## src/rtl/ysyx_22040228_div_ctrl_pkg.sv

```systemverilog
// Shared opcode encodings, controller state encodings and opcode decode
// helpers for the EX-stage divide sequencer.
package ysyx_22040228_div_ctrl_pkg;

    // Opcode reset value and the eight divide-class opcodes.
    localparam logic [7:0] INST_RST   = 8'h00;
    localparam logic [7:0] INST_DIV   = 8'h30;
    localparam logic [7:0] INST_DIVU  = 8'h31;
    localparam logic [7:0] INST_REM   = 8'h32;
    localparam logic [7:0] INST_REMU  = 8'h33;
    localparam logic [7:0] INST_DIVW  = 8'h34;
    localparam logic [7:0] INST_DIVUW = 8'h35;
    localparam logic [7:0] INST_REMW  = 8'h36;
    localparam logic [7:0] INST_REMUW = 8'h37;

    // One-hot controller states.
    localparam logic [4:0] ysyx22040228_DCTL_IDLE  = 5'b00001;
    localparam logic [4:0] ysyx22040228_DCTL_START = 5'b00010;
    localparam logic [4:0] ysyx22040228_DCTL_WAIT  = 5'b00100;
    localparam logic [4:0] ysyx22040228_DCTL_DONE  = 5'b01000;
    localparam logic [4:0] ysyx22040228_DCTL_DRAIN = 5'b10000;

    function automatic logic op_is_div(input logic [7:0] op);
        return op inside {INST_DIV, INST_DIVU, INST_REM, INST_REMU,
                          INST_DIVW, INST_DIVUW, INST_REMW, INST_REMUW};
    endfunction

    function automatic logic op_is_w(input logic [7:0] op);
        return op inside {INST_DIVW, INST_DIVUW, INST_REMW, INST_REMUW};
    endfunction

    function automatic logic op_is_signed(input logic [7:0] op);
        return op inside {INST_DIV, INST_REM, INST_DIVW, INST_REMW};
    endfunction

    function automatic logic op_is_rem(input logic [7:0] op);
        return op inside {INST_REM, INST_REMU, INST_REMW, INST_REMUW};
    endfunction

endpackage

```

## src/rtl/ysyx_22040228_div_ctrl_if.sv

```systemverilog
// EX-side request/response and divider-side handshake bundle.
// master = EX stage plus divider, slave = the divide controller.
interface ysyx_22040228_div_ctrl_if #(
    parameter int unsigned XLEN = 64
);
    logic            req_valid;
    logic [7:0]      req_opcode;
    logic [XLEN-1:0] req_src1;
    logic [XLEN-1:0] req_src2;
    logic            flush;
    logic            busy;
    logic            resp_valid;
    logic [XLEN-1:0] resp_data;
    logic            resp_err;
    logic            div_ready;
    logic [XLEN-1:0] div_dividend;
    logic [XLEN-1:0] div_diviser;
    logic [7:0]      div_opcode;
    logic [XLEN-1:0] div_rem_data;
    logic            div_finish;

    modport master (
        output req_valid, req_opcode, req_src1, req_src2, flush,
               div_rem_data, div_finish,
        input  busy, resp_valid, resp_data, resp_err,
               div_ready, div_dividend, div_diviser, div_opcode
    );

    modport slave (
        input  req_valid, req_opcode, req_src1, req_src2, flush,
               div_rem_data, div_finish,
        output busy, resp_valid, resp_data, resp_err,
               div_ready, div_dividend, div_diviser, div_opcode
    );
endinterface

```

## src/rtl/ysyx_22040228_div_special.sv

```systemverilog
// Operand extension for W ops plus RISC-V divide-by-zero / signed-overflow
// detection and the architectural result for those cases.
module ysyx_22040228_div_special
    import ysyx_22040228_div_ctrl_pkg::*;
#(
    parameter int unsigned XLEN = 64
) (
    input  logic [7:0]      opcode,
    input  logic [XLEN-1:0] src1,
    input  logic [XLEN-1:0] src2,
    output logic            is_div,
    output logic            is_special,
    output logic [XLEN-1:0] dividend,
    output logic [XLEN-1:0] diviser,
    output logic [XLEN-1:0] result
);
    localparam int unsigned HW = XLEN / 2;

    logic            w_op;
    logic            s_op;
    logic            r_op;
    logic            div_zero;
    logic            overflow;
    logic [XLEN-1:0] min_neg;

    // Extend operands, then classify against the extended values.
    always_comb begin
        w_op   = op_is_w(opcode);
        s_op   = op_is_signed(opcode);
        r_op   = op_is_rem(opcode);
        is_div = op_is_div(opcode);

        dividend = src1;
        diviser  = src2;
        min_neg  = {1'b1, {(XLEN-1){1'b0}}};
        if (w_op) begin
            if (s_op) begin
                dividend = {{(XLEN-HW){src1[HW-1]}}, src1[HW-1:0]};
                diviser  = {{(XLEN-HW){src2[HW-1]}}, src2[HW-1:0]};
            end else begin
                dividend = {{(XLEN-HW){1'b0}}, src1[HW-1:0]};
                diviser  = {{(XLEN-HW){1'b0}}, src2[HW-1:0]};
            end
            // Most-negative 32-bit value as it appears after sign extension.
            min_neg = {{(XLEN-HW+1){1'b1}}, {(HW-1){1'b0}}};
        end

        div_zero   = (diviser == '0);
        overflow   = s_op && (dividend == min_neg) && (diviser == '1);
        is_special = is_div && (div_zero || overflow);

        result = '0;
        if (div_zero) begin
            result = r_op ? dividend : '1;
        end else if (overflow) begin
            result = r_op ? '0 : dividend;
        end
    end
endmodule

```

## src/rtl/ysyx_22040228_div_ctrl.sv

```systemverilog
// Sequencing controller for the iterative divider: accepts divide-class
// requests, short-circuits special cases, runs the divider, stalls EX while
// busy and swallows flushes because a running divide cannot be aborted.
module ysyx_22040228_div_ctrl
    import ysyx_22040228_div_ctrl_pkg::*;
#(
    parameter int unsigned XLEN        = 64,
    parameter int unsigned WDOG_CYCLES = 80
) (
    input logic                       clk,
    input logic                       rst,
    ysyx_22040228_div_ctrl_if.slave   bus
);
    localparam int unsigned HW  = XLEN / 2;
    localparam int unsigned WDW = $clog2(WDOG_CYCLES + 1);
    localparam logic [WDW-1:0] WDOG_LAST = WDW'(WDOG_CYCLES - 1);

    logic [4:0]      state;
    logic [4:0]      state_nxt;
    logic [WDW-1:0]  wdog_cnt;
    logic [XLEN-1:0] dividend_q;
    logic [XLEN-1:0] diviser_q;
    logic [XLEN-1:0] result_q;
    logic [7:0]      opcode_q;
    logic            err_q;
    logic            accept;
    logic            resp_valid;

    logic            sp_is_div;
    logic            sp_is_special;
    logic [XLEN-1:0] sp_dividend;
    logic [XLEN-1:0] sp_diviser;
    logic [XLEN-1:0] sp_result;

    ysyx_22040228_div_special #(
        .XLEN(XLEN)
    ) u_special (
        .opcode     (bus.req_opcode),
        .src1       (bus.req_src1),
        .src2       (bus.req_src2),
        .is_div     (sp_is_div),
        .is_special (sp_is_special),
        .dividend   (sp_dividend),
        .diviser    (sp_diviser),
        .result     (sp_result)
    );

    // W-op results are the sign extension of the low half.
    function automatic logic [XLEN-1:0] fix_w(input logic [7:0] op,
                                              input logic [XLEN-1:0] v);
        return op_is_w(op) ? {{(XLEN-HW){v[HW-1]}}, v[HW-1:0]} : v;
    endfunction

    assign accept = (state == ysyx22040228_DCTL_IDLE) && bus.req_valid &&
                    !bus.flush && sp_is_div;

    // Next-state selection, including flush absorption.
    always_comb begin
        state_nxt = state;
        case (state)
            ysyx22040228_DCTL_IDLE:
                if (accept)
                    state_nxt = sp_is_special ? ysyx22040228_DCTL_DONE
                                              : ysyx22040228_DCTL_START;
            ysyx22040228_DCTL_START:
                state_nxt = bus.flush ? ysyx22040228_DCTL_DRAIN
                                      : ysyx22040228_DCTL_WAIT;
            ysyx22040228_DCTL_WAIT:
                if (bus.div_finish)
                    state_nxt = bus.flush ? ysyx22040228_DCTL_IDLE
                                          : ysyx22040228_DCTL_DONE;
                else if (bus.flush)
                    state_nxt = ysyx22040228_DCTL_DRAIN;
                else if (wdog_cnt == WDOG_LAST)
                    state_nxt = ysyx22040228_DCTL_DONE;
            ysyx22040228_DCTL_DONE:
                state_nxt = ysyx22040228_DCTL_IDLE;
            ysyx22040228_DCTL_DRAIN:
                if (bus.div_finish)
                    state_nxt = ysyx22040228_DCTL_IDLE;
            default:
                state_nxt = ysyx22040228_DCTL_IDLE;
        endcase
    end

    // State register.
    always_ff @(posedge clk) begin
        if (rst) state <= ysyx22040228_DCTL_IDLE;
        else     state <= state_nxt;
    end

    // Operand latch, watchdog and result capture.
    always_ff @(posedge clk) begin
        if (rst) begin
            opcode_q   <= INST_RST;
            dividend_q <= '0;
            diviser_q  <= '0;
            result_q   <= '0;
            err_q      <= 1'b0;
            wdog_cnt   <= '0;
        end else begin
            case (state)
                ysyx22040228_DCTL_IDLE:
                    if (accept) begin
                        opcode_q   <= bus.req_opcode;
                        dividend_q <= sp_dividend;
                        diviser_q  <= sp_diviser;
                        err_q      <= 1'b0;
                        result_q   <= fix_w(bus.req_opcode, sp_result);
                    end
                ysyx22040228_DCTL_START:
                    wdog_cnt <= '0;
                ysyx22040228_DCTL_WAIT: begin
                    wdog_cnt <= wdog_cnt + WDW'(1);
                    if (bus.div_finish) begin
                        result_q <= fix_w(opcode_q, bus.div_rem_data);
                        err_q    <= 1'b0;
                    end else if (!bus.flush && wdog_cnt == WDOG_LAST) begin
                        result_q <= '0;
                        err_q    <= 1'b1;
                    end
                end
                default: ;
            endcase
        end
    end

    assign resp_valid       = (state == ysyx22040228_DCTL_DONE) && !bus.flush;
    assign bus.resp_valid   = resp_valid;
    assign bus.resp_err     = resp_valid && err_q;
    assign bus.resp_data    = resp_valid ? result_q : '0;
    assign bus.busy         = (state != ysyx22040228_DCTL_IDLE) || accept;
    assign bus.div_ready    = (state == ysyx22040228_DCTL_START);
    assign bus.div_dividend = dividend_q;
    assign bus.div_diviser  = diviser_q;
    assign bus.div_opcode   = opcode_q;
endmodule

```

## src/flat_wrapper.sv

```systemverilog
// flat-port wrapper written by rule: the top's interface ports become plain ports
module ysyx_22040228_div_ctrl_flat import ysyx_22040228_div_ctrl_pkg::*;
#(
    parameter int unsigned XLEN        = 64,
    parameter int unsigned WDOG_CYCLES = 80
)
  (clk, rst, bus_req_valid, bus_req_opcode, bus_req_src1, bus_req_src2, bus_flush, bus_div_rem_data, bus_div_finish, bus_busy, bus_resp_valid, bus_resp_data, bus_resp_err, bus_div_ready, bus_div_dividend, bus_div_diviser, bus_div_opcode);
  ysyx_22040228_div_ctrl_if #(.XLEN(XLEN)) bus_i ();
  input logic clk;
  input logic rst;
  input wire logic [$bits(bus_i.req_valid)-1:0] bus_req_valid;
  input wire logic [$bits(bus_i.req_opcode)-1:0] bus_req_opcode;
  input wire logic [$bits(bus_i.req_src1)-1:0] bus_req_src1;
  input wire logic [$bits(bus_i.req_src2)-1:0] bus_req_src2;
  input wire logic [$bits(bus_i.flush)-1:0] bus_flush;
  input wire logic [$bits(bus_i.div_rem_data)-1:0] bus_div_rem_data;
  input wire logic [$bits(bus_i.div_finish)-1:0] bus_div_finish;
  output wire logic [$bits(bus_i.busy)-1:0] bus_busy;
  output wire logic [$bits(bus_i.resp_valid)-1:0] bus_resp_valid;
  output wire logic [$bits(bus_i.resp_data)-1:0] bus_resp_data;
  output wire logic [$bits(bus_i.resp_err)-1:0] bus_resp_err;
  output wire logic [$bits(bus_i.div_ready)-1:0] bus_div_ready;
  output wire logic [$bits(bus_i.div_dividend)-1:0] bus_div_dividend;
  output wire logic [$bits(bus_i.div_diviser)-1:0] bus_div_diviser;
  output wire logic [$bits(bus_i.div_opcode)-1:0] bus_div_opcode;
  assign bus_i.req_valid = bus_req_valid;
  assign bus_i.req_opcode = bus_req_opcode;
  assign bus_i.req_src1 = bus_req_src1;
  assign bus_i.req_src2 = bus_req_src2;
  assign bus_i.flush = bus_flush;
  assign bus_i.div_rem_data = bus_div_rem_data;
  assign bus_i.div_finish = bus_div_finish;
  assign bus_busy = bus_i.busy;
  assign bus_resp_valid = bus_i.resp_valid;
  assign bus_resp_data = bus_i.resp_data;
  assign bus_resp_err = bus_i.resp_err;
  assign bus_div_ready = bus_i.div_ready;
  assign bus_div_dividend = bus_i.div_dividend;
  assign bus_div_diviser = bus_i.div_diviser;
  assign bus_div_opcode = bus_i.div_opcode;
  ysyx_22040228_div_ctrl #(.XLEN(XLEN), .WDOG_CYCLES(WDOG_CYCLES)) u_core (.clk(clk), .rst(rst), .bus(bus_i));
endmodule
```

## config.mk

```make
export PLATFORM = sky130hd
export DESIGN_NAME = ysyx_22040228_div_ctrl_flat
export DESIGN_NICKNAME = d
export VERILOG_FILES = /design/src/rtl/ysyx_22040228_div_ctrl_pkg.sv /design/src/rtl/ysyx_22040228_div_ctrl_if.sv /design/src/rtl/ysyx_22040228_div_special.sv /design/src/rtl/ysyx_22040228_div_ctrl.sv /design/src/flat_wrapper.sv
export SDC_FILE = /design/constraint.sdc
export NUM_CORES = 1
export LEC_CHECK = 0
export BUFFER_PORTS_ARGS = -buffer_cell sky130_fd_sc_hd__clkbuf_2
export CAP_MARGIN = 10
export CORE_AREA = 3 3 160 162
export DETAILED_ROUTE_END_ITERATION = 10
export DIE_AREA = 0 0 163 165
export GPL_ROUTABILITY_DRIVEN = 0
export GPL_TIMING_DRIVEN = 0
export PLACE_DENSITY = 0.71
export SKIP_CTS_REPAIR_TIMING = 1
export SYNTH_ARGS = -nofsm -noshare
export SYNTH_HDL_FRONTEND = slang
export SYNTH_SLANG_ARGS = --single-unit
```

## constraint.sdc

```tcl
create_clock -name clk -period 3.04 [get_ports clk]
set_input_delay 0.152 -clock clk [delete_from_list [all_inputs] [get_ports clk]]
set_output_delay 0.152 -clock clk [all_outputs]
set_load 0.03 [all_outputs]
```

==> reports/qor.csv <==
metric,value,unit
status,"complete, but fails checks",
violations,hold timing,
whs,-0.03587,ns
vdd_drop_max,0.3959,mV
fin_cells,2202,
synthesis.area,10470,sq um
min_period,2.914,ns
synth-seq-cells,213,
grt_antenna_before_repair,2,
cp-end-kind,flop,
nNetsFinal,2067,
finish.utilization,0.6044,
groute.usage.overall,0.3192,
htree_num_levels,1,
setup_viol,0,
numPortBuffers,407,
cts_tree,yes,
finalHoldViolCount,24,
cts-root-buf,clkbuf_16,
yosys_warnings,0,
ant_nets,0,
numCtsBuffers,24,
layout_worst_path_cycle_share,0.9585,
die_y,165,um
powerDensity,433.4,nW/um^2
start_util,0.4319,
ys_seq_area_frac,0.4072,
leakage,5.682,nW
fill_cells,2229,
vias,13020,
critPathLaunch,bus_req_src1[8],
max_freq,343.2,MHz
worst_ep_arrival_time,3.34,ns
grt_overflow_total,0,
yosysUniqueCellTypes,59,
tightest_slew,1.065,ns
cap_violations,0,
first_global_vias,11700,
vias_per_cell,5.913,
fin_worst_skew,0.008982,ns
rr_startpoint,u_core.state[2]$_SDFFE_PP0P_,
die-width,163,um
initialDrtViolationCount,1162,
slew_headroom,0.2903,
synth_edf_count,0,
criticalPathCategory,in2reg,
post-place-cells,2064,
syn-num-nets,1539,
grt_first_pass_wirelength,67.03,mm
crit_required,3.46,ns
clk_pin_slew,0.06,ns
clockBufferDepth,3,
io_pins,409,
dr.pass1.iters,7,
wl_per_cell,21.66,um
crit_end,u_core.result_q[32]$_SDFFE_PP0P_,
area_growth_syn_to_layout,39.95,%
netlist_instances,1333,
final_layout_size_suffix_gt1_frac,0.2483,
slew_violations,0,
worst_setup_path_start_kind,primary input,
hpwl,36.06,mm
reg2reg_slack,0.28,ns
synthFlopType,dfxtp_1,
mostFrequentLayoutCells,"clkbuf_2, dfxtp_1, nor2_1",
drcViolationCount,0,
layout_commonest_cell,clkbuf_2,
avgSynthCellArea,7.856,sq um
hp-class,in2reg,
wirelength,47.70,mm
core,24250,sq um
r2r_cells,7,
die_area,26900,sq um
worst-path-max-fanout,10,
rows,57,
async_flop_share,0,
setup_tns,0,ns
rr_endpoint,u_core.bus.div_opcode[1]$_SDFFE_PP0P_,
clock_latency,0.52,ns
grt_max_degree,14,
cts_sinks,213,
-- kinds of logic (layout without fill, tap and decap cells) --
| group | Yosys count | after routing | synth area share |
|---|---|---|---|
| flops | 213 | 213 | 0.4072 |
| xor+xnor | 3 | 3 | 0.002509 |
| fa+ha+maj | 1 | 1 | 0.001195 |
| buf+inv | 138 | 682 | 0.05125 |
| compound gates | 390 | 390 | 0.2591 |
| simple gates | 588 | 588 | 0.2787 |
| other cells | 0 | 1 | 0 |
-- cell usage after synthesis (6+ instances only) --
master / count / share of area
nor3_1: 103 / 0.049
clkbuf_1: 127 / 0.046
nor3b_1: 6 / 0.0043
o22ai_1: 31 / 0.019
a2111oi_0: 26 / 0.022
a221oi_1: 27 / 0.023
o21bai_1: 6 / 0.0043
and3_1: 6 / 0.0036
nor4_1: 33 / 0.020
nand2_1: 147 / 0.053
or4_1: 9 / 0.0065
a211oi_1: 68 / 0.049
nand4_1: 28 / 0.017
dfxtp_1: 213 / 0.41
and2_1: 69 / 0.041
nor2_1: 148 / 0.053
a21o_1: 27 / 0.019
o41ai_1: 32 / 0.027
a22oi_1: 33 / 0.024
a21oi_1: 121 / 0.058
-- worst max-delay path, stage by stage --
cell           delay [ns]
dlygate4sd3_1        0.53
clkbuf_2             0.16
or4b_1               0.54
nor4_2               0.38
nand4_1              0.31
nor4_4               0.69
a22oi_2              0.21
o32ai_1              0.34
-- registers in the layout (all words and copies together) (netlist names) --
| name | cells |
|---|---|
| u_core.bus.div_dividend | 64 |
| u_core.bus.div_diviser | 64 |
| u_core.bus.div_opcode | 8 |
| u_core.err_q | 1 |
| u_core.result_q | 64 |
| u_core.state | 5 |
| u_core.wdog_cnt | 7 |
-- metrics by stage --
stage | setup slack (ns) | cell area, sq um | total power, mW
after global routing | -0.006037 | 14660 | 6.522
after global placement | -0.5144 | 12910 | 3.395
after CTS | -0.5392 | 13680 | 6.234
after floorplan | 0.9031 | 10470 | 3.084
after detailed placement | -0.5458 | 12910 | 3.399
final | 0.1261 | 14660 | 6.352
-- power breakdown --
part	switching (mW)	internal, mW	total (mW)	leakage (nW)
Sequential	0.0102	2.81	2.82	1.72
Combinational	0.371	0.266	0.637	3.59
Clock	1.22	1.68	2.90	0.380
Total	1.60	4.75	6.35	5.68
-- area by class of cell --
class	instances	area (sq um)	area share
antenna	1	2.502	0.0001707
sequential	213	4264	0.2909
buffer	133	524.3	0.03577
tap	324	405.4	0.02766
clock buffer	34	699.4	0.04772
clock inverter	8	67.56	0.004610
timing repair buffer	502	2985	0.2037
inverter	5	18.77	0.001281
multi-input combinational	982	5689	0.3882
-- metal layers --
metal | global-route usage | part of all wire | up-vias
li1 | - | - | 6019
met1 | 0.3805 | 0.37 | 6041
met2 | 0.5595 | 0.49 | 802
met3 | 0.06647 | 0.089 | 159
met4 | 0.1323 | 0.050 | 0
met5 | 0 | 0 | -
-- worst min-delay path by stage --
stage | start | slack [ns] | cells past startpoint | to
after floorplan | bus_req_src1[0] | 0.29 | 2 | u_core.bus.div_dividend[0]$_SDFFE_PP0P_
after detailed placement | bus_req_opcode[2] | 0.42 | 3 | u_core.bus.div_opcode[2]$_SDFFE_PP0P_
final | bus_req_src2[35] | -0.04 | 3 | u_core.bus.div_diviser[35]$_SDFFE_PP0P_
after CTS | bus_req_src2[2] | -0.12 | 3 | u_core.bus.div_diviser[2]$_SDFFE_PP0P_
after global routing | bus_div_rem_data[21] | -0.0002 | 3 | u_core.result_q[21]$_SDFFE_PP0P_
after global placement | bus_req_opcode[2] | 0.41 | 3 | u_core.bus.div_opcode[2]$_SDFFE_PP0P_
No activity file was read; power rests on OpenSTA's default activity.
